$ cat src/rtl/cic_3_interpolator_if.sv
// Sample stream bundle for the 3-stage CIC interpolator.
// master: source side (in, in_valid); slave: filter side (in_ready, out, out_valid, underrun).
interface cic_3_interpolator_if #(
    parameter int width = 16,
    parameter int OW    = 20
);
    logic signed [width-1:0] in;
    logic                    in_valid;
    logic                    in_ready;
    logic signed [OW-1:0]    out;
    logic                    out_valid;
    logic                    underrun;

    modport master (
        output in, in_valid,
        input  in_ready, out, out_valid, underrun
    );

    modport slave (
        input  in, in_valid,
        output in_ready, out, out_valid, underrun
    );
endinterface

$ cat src/rtl/cic_3_interpolator.sv
// Three-stage CIC interpolator by R: comb at the input rate, zero-stuff, integrate at clk_in.
// Ports: clk_in, reset (async, active-high), bus (slave): in/in_valid/in_ready, out/out_valid, underrun.
module cic_3_interpolator #(
    parameter int R     = 4,
    parameter int width = 16
) (
    input  logic                 clk_in,
    input  logic                 reset,
    cic_3_interpolator_if.slave  bus
);
    localparam int PW = $clog2(R);
    localparam int OW = width + 2 * PW;

    localparam logic [0:0] IDLE = 1'b0;
    localparam logic [0:0] RUN  = 1'b1;

    logic [0:0]           state;
    logic [PW-1:0]        phase;
    logic                 in_ready;
    logic                 accept;
    logic                 strobe;
    logic                 strobe_d;
    logic signed [OW-1:0] x;
    logic signed [OW-1:0] d1, d2, d3;
    logic signed [OW-1:0] z1, z2, z3;
    logic signed [OW-1:0] cr;
    logic signed [OW-1:0] u;
    logic signed [OW-1:0] i0, i1, i2;
    logic [2:0]           vpipe;
    logic                 out_valid;
    logic                 underrun;

    // A slot opens every cycle while idle, and at phase 0 once running.
    assign in_ready = !reset && ((state == IDLE) || (phase == '0));
    assign accept   = bus.in_valid && in_ready;
    assign strobe   = (state == IDLE) ? accept : (phase == '0);

    assign x  = accept ? {{(OW-width){bus.in[width-1]}}, bus.in} : '0;
    assign d1 = x  - z1;
    assign d2 = d1 - z2;
    assign d3 = d2 - z3;

    // Zero-stuffing: the comb result enters the integrators for one cycle only.
    assign u = strobe_d ? cr : '0;

    always_ff @(posedge clk_in or posedge reset) begin
        if (reset) begin
            state <= IDLE;
            phase <= '0;
        end else begin
            if (state == IDLE) begin
                if (accept) begin
                    state <= RUN;
                    phase <= PW'(1);
                end
            end else begin
                // R is a power of two, so natural wrap gives R-1 -> 0.
                phase <= phase + PW'(1);
            end
        end
    end

    always_ff @(posedge clk_in or posedge reset) begin
        if (reset) begin
            z1       <= '0;
            z2       <= '0;
            z3       <= '0;
            cr       <= '0;
            strobe_d <= 1'b0;
        end else begin
            strobe_d <= strobe;
            if (strobe) begin
                z1 <= x;
                z2 <= d1;
                z3 <= d2;
                cr <= d3;
            end
        end
    end

    always_ff @(posedge clk_in or posedge reset) begin
        if (reset) begin
            i0 <= '0;
            i1 <= '0;
            i2 <= '0;
        end else begin
            i0 <= i0 + u;
            i1 <= i1 + i0;
            i2 <= i2 + i1;
        end
    end

    // Sticky marker travels alongside the first sample: cr, i0, i1, i2.
    always_ff @(posedge clk_in or posedge reset) begin
        if (reset) begin
            vpipe     <= '0;
            out_valid <= 1'b0;
            underrun  <= 1'b0;
        end else begin
            vpipe[0]  <= vpipe[0] | accept;
            vpipe[1]  <= vpipe[0];
            vpipe[2]  <= vpipe[1];
            out_valid <= vpipe[2];
            if ((state == RUN) && (phase == '0) && !bus.in_valid) begin
                underrun <= 1'b1;
            end
        end
    end

    assign bus.in_ready  = in_ready;
    assign bus.out       = i2;
    assign bus.out_valid = out_valid;
    assign bus.underrun  = underrun;
endmodule
$ cat src/flat_wrapper.sv
// flat-port wrapper written by rule: the top's interface ports become plain ports
module cic_3_interpolator_flat 
#(
    parameter int R     = 4,
    parameter int width = 16
)
  (clk_in, reset, bus_in, bus_in_valid, bus_in_ready, bus_out, bus_out_valid, bus_underrun);
  cic_3_interpolator_if #(.width(width)) bus_i ();
  input  logic clk_in;
  input  logic reset;
  input wire logic [$bits(bus_i.in)-1:0] bus_in;
  input wire logic [$bits(bus_i.in_valid)-1:0] bus_in_valid;
  output wire logic [$bits(bus_i.in_ready)-1:0] bus_in_ready;
  output wire logic [$bits(bus_i.out)-1:0] bus_out;
  output wire logic [$bits(bus_i.out_valid)-1:0] bus_out_valid;
  output wire logic [$bits(bus_i.underrun)-1:0] bus_underrun;
  assign bus_i.in = bus_in;
  assign bus_i.in_valid = bus_in_valid;
  assign bus_in_ready = bus_i.in_ready;
  assign bus_out = bus_i.out;
  assign bus_out_valid = bus_i.out_valid;
  assign bus_underrun = bus_i.underrun;
  cic_3_interpolator #(.R(R), .width(width)) u_core (.clk_in(clk_in), .reset(reset), .bus(bus_i));
endmodule
$ cat config.mk
export PLATFORM = sky130hd
export DESIGN_NAME = cic_3_interpolator_flat
export DESIGN_NICKNAME = d
export VERILOG_FILES = /design/src/rtl/cic_3_interpolator_if.sv /design/src/rtl/cic_3_interpolator.sv /design/src/flat_wrapper.sv
export SDC_FILE = /design/constraint.sdc
export NUM_CORES = 1
export LEC_CHECK = 0
export ABC_AREA = 1
export BUFFER_PORTS_ARGS = -buffer_cell sky130_fd_sc_hd__buf_2
export CAP_MARGIN = 20
export CORE_UTILIZATION = 30
export CTS_CLUSTER_DIAMETER = 40
export DETAILED_ROUTE_END_ITERATION = 8
export PLACE_DENSITY = 0.41
export SYNTH_ARGS = -nofsm -noshare
export SYNTH_HDL_FRONTEND = slang
export SYNTH_SLANG_ARGS = --single-unit
$ cat constraint.sdc
create_clock -name clk_in -period 12.7 [get_ports clk_in]
set_input_delay 0.635 -clock clk_in [delete_from_list [all_inputs] [get_ports clk_in]]
set_output_delay 0.635 -clock clk_in [all_outputs]
set_load 0.01 [all_outputs]
==> reports/metrics.csv <==
stage;metric;value;unit
clock_tree;worst_skew_pair.late_latency;0.44;ns
yosys;yosysWarnings;0;
placed_design;dp_hpwl;21000;um
placed_design;port_buffers;41;
routing;drc;0;
sta;hold_violations;0;
floorplanning;rows;68;
clock_tree;numCtsBuffers;17;
setup_path;arrival;6.14;ns
global_route;grt_pass1_vias;8808;
setup_path;reg2reg_from;u_core.phase[0]$_DFFE_PP0P_;
sta;tightest_slew;0.970;ns
global_route;grt_usage;0.155;
sta;fin_crit_sh;0.458;
sta;max_freq;172;MHz
setup_path;crit_slowest_cell;o311ai_0;
clock_tree;clk_pin_slew;0.07;ns
yosys;syn_area;10600;sq um
sta;layout_min_cycle_time;5.82;ns
floorplanning;die_w;190;um
sta;finalMaxSlewViolations;0;
setup_path;reg2reg_setup_slack;6.88;ns
clock_tree;cts_sinks;145;
sta;setup_tns;0;ns
setup_path;worstReg2RegEnd;u_core.cr[19]$_DFFE_PP0P_;
floorplanning;coreArea;34700;sq um
clock_tree;cts_setup_buffers;0;
hold_path;whs_path_depth;0;
sta;finalSetupViolations;0;
placed_design;place_congestion;0.848;
routing;wl;26300;um
floorplanning;die_y;190;um
floorplanning;initial_core_util;0.306;
setup_path;cp-start-kind;flop;
clock_tree;htreeDepth;4;
setup_path;cp_max_fo;32;
cells_and_area;n_antenna_cell;0;
yosys;synth_cell_type_count;57;
yosys;synth_edf_count;0;
setup_path;cp-end-kind;flop;
yosys;synthesis.instances;1297;
cells_and_area;nNetsFinal;1478;
clock_tree;ctsHoldBuffers;0;
hold_path;min_to;u_core.bus.out_valid$_DFF_PP0_;
global_route;grt_pass1_wl;44300;um
hold_path;min_from;u_core.vpipe[2]$_DFF_PP0_;
run_status;outcome;completed;
clock_tree;post_cts_resize_count;0;
yosys;synth_top_flop_cell;dfrtp_1;
cells_and_area;syn2layout_area_growth;12.4;%
clock_tree;cts_tree;built;
setup_path;ff2ff_path_depth;30;
floorplanning;io_pins;42;
yosys;yosysSeqAreaShare;0.342;
routing;drt_iter0_drc;414;
sta;slew_headroom;0.353;
sta;rsz0062_at_grt;no;
hold_path;worstHoldPathType;flop to flop;
setup_path;crit_required;13.03;ns
yosys;ys_ff_latch;145;
global_route;antenna_found_initial;0;
floorplanning;die-area;36100;sq um
sta;skew;0.0104;ns
setup_path;worst_path_largest_cell_delay;0.45;ns
setup_path;crit_type;flop to flop;
global_route;overflow;0;
routing;ant_nets;0;
clock_tree;cts_buffer_depth;2;
setup_path;crit_top_cell;nand3_1;
run;drv_cap;0;
routing;via_count;8413;
yosys;syn_nets;1435;
routing;routed_via_density;4.65;
yosys;postSynthAreaPerCell;8.19;sq um
cells_and_area;drive_gt1_frac;0.105;
routing;wl_per_cell;14.5;um
yosys;async_flop_share;1.00;
clock_tree;ctsRootBufferMaster;clkbuf_16;
global_route;grt_max_degree;91;
routing;drt_first_pass_iters;6;
==> synth_stat cells (3+ instances only) <==
master,count,share of area
nand2_1,251,0.089
inv_1,170,0.060
dfrtp_1,145,0.34
a21oi_1,114,0.054
ha_1,113,0.13
nor2_1,69,0.024
xor2_1,60,0.049
o21ai_1,54,0.025
o21ai_0,52,0.025
nand3_1,46,0.022
xnor2_1,34,0.028
nand4_1,15,0.0088
o22ai_1,15,0.0088
a21o_1,12,0.0085
a31oi_1,11,0.0065
a21oi_2,9,0.0074
o31ai_1,9,0.0064
buf_2,8,0.0038
o21ai_2,8,0.0066
clkbuf_1,6,0.0021
fa_1,6,0.011
nand2_2,6,0.0035
nor3_1,6,0.0028
a31oi_4,5,0.010
inv_2,5,0.0018
nand3_2,5,0.0047
nor3_2,5,0.0047
o21a_1,5,0.0035
and2_1,4,0.0024
a211oi_1,3,0.0021
a21boi_1,3,0.0021
a21oi_4,3,0.0046
buf_6,3,0.0032
nand2_4,3,0.0032
nor2_2,3,0.0018
nor4_2,3,0.0035
o21bai_1,3,0.0021
==> cell families after synthesis <==
logic type,synth area share
simple gates,0.181
compound gates,0.181
buf+inv,0.0727
flops,0.342
fa+ha+maj,0.144
xor+xnor,0.0791
==> worst max path at each step <==
stage / start / to / slack, ns / cells past startpoint
finish: u_core.phase[0]$_DFFE_PP0P_ / u_core.cr[19]$_DFFE_PP0P_ / 6.88 / 30
global route: u_core.phase[0]$_DFFE_PP0P_ / u_core.cr[19]$_DFFE_PP0P_ / 6.24 / 30
CTS: u_core.phase[0]$_DFFE_PP0P_ / u_core.cr[19]$_DFFE_PP0P_ / 6.74 / 30
detailed placement: u_core.phase[0]$_DFFE_PP0P_ / u_core.cr[19]$_DFFE_PP0P_ / 6.79 / 30
global placement: u_core.phase[0]$_DFFE_PP0P_ / u_core.cr[19]$_DFFE_PP0P_ / 6.80 / 30
floorplan: u_core.phase[0]$_DFFE_PP0P_ / u_core.cr[19]$_DFFE_PP0P_ / 7.81 / 31
==> layout by cell type (no fill, tap or decap), types with 5 or more instances in the layout <==
master | synthesis | layout
a21o_1 | 12 | 12
a21oi_1 | 114 | 114
a21oi_2 | 9 | 9
a31oi_1 | 11 | 11
a31oi_4 | 5 | 5
buf_2 | 8 | 41
clkbuf_16 | 0 | 17
clkinv_4 | 0 | 5
dfrtp_1 | 145 | 145
fa_1 | 6 | 6
ha_1 | 113 | 113
inv_1 | 170 | 169
inv_2 | 5 | 5
nand2_1 | 251 | 251
nand2_2 | 6 | 6
nand3_1 | 46 | 46
nand3_2 | 5 | 5
nand4_1 | 15 | 15
nor2_1 | 69 | 69
nor3_1 | 6 | 6
nor3_2 | 5 | 5
o21a_1 | 5 | 5
o21ai_0 | 52 | 52
o21ai_1 | 54 | 54
o21ai_2 | 8 | 8
o22ai_1 | 15 | 15
o31ai_1 | 9 | 9
xnor2_1 | 34 | 34
xor2_1 | 60 | 60
==> critical path: cells and delay by family (launching register included) <==
kind                     cells  cell delay [ns]
adder cells (fa/ha/maj)      4             1.38
AO/OA/AOI/OAI                4             1.20
AND/OR/NAND/NOR             19             2.41
XOR/XNOR                     1             0.19
flip-flops                   1             0.33
buffers and inverters        2             0.17
==> layout make-up <==
class / instances / area, sq um
tap: 455 / 569
multi-input combinational: 957 / 6220
clock inverter: 14 / 205
sequential: 145 / 3630
timing repair buffer: 43 / 220
inverter: 176 / 666
fill: 3745 / 22800
clock buffer: 18 / 429
==> metal layers <==
| layer | routed length, um | track usage | up-vias |
|---|---|---|---|
| met5 | 0 | 0 | - |
| met4 | 403 | 0.0437 | 0 |
| met3 | 586 | 0.0266 | 17 |
| met2 | 13000 | 0.274 | 79 |
| met1 | 12300 | 0.193 | 3882 |
| li1 | - | - | 4435 |
==> metrics by stage <==
step | hold slack [ns] | instances | util | instance area [sq um] | setup WS, ns
floorplan | 0.331 | 1297 | - | 10600 | 7.81
global placement | 0.341 | 1776 | 0.326 | 11300 | 6.80
detailed placement | 0.347 | 1776 | 0.326 | 11300 | 6.79
CTS | 0.359 | 1808 | 0.344 | 11900 | 6.74
global route | 0.367 | 1808 | 0.344 | 11900 | 6.24
finish | 0.356 | 1808 | 0.344 | 11900 | 6.88
==> registers in the layout, summed over array words and instances, names as in the netlist <==
signal and count:
u_core.bus.out 20, u_core.bus.out_valid 1, u_core.bus.underrun 1, u_core.cr 20, u_core.i0 20, u_core.i1 20
u_core.phase 2, u_core.state 1, u_core.strobe_d 1, u_core.vpipe 3, u_core.z1 16, u_core.z2 20
u_core.z3 20
Power is not shown: default switching activity piles up to over one toggle a cycle in this logic, so the estimate is an artifact.
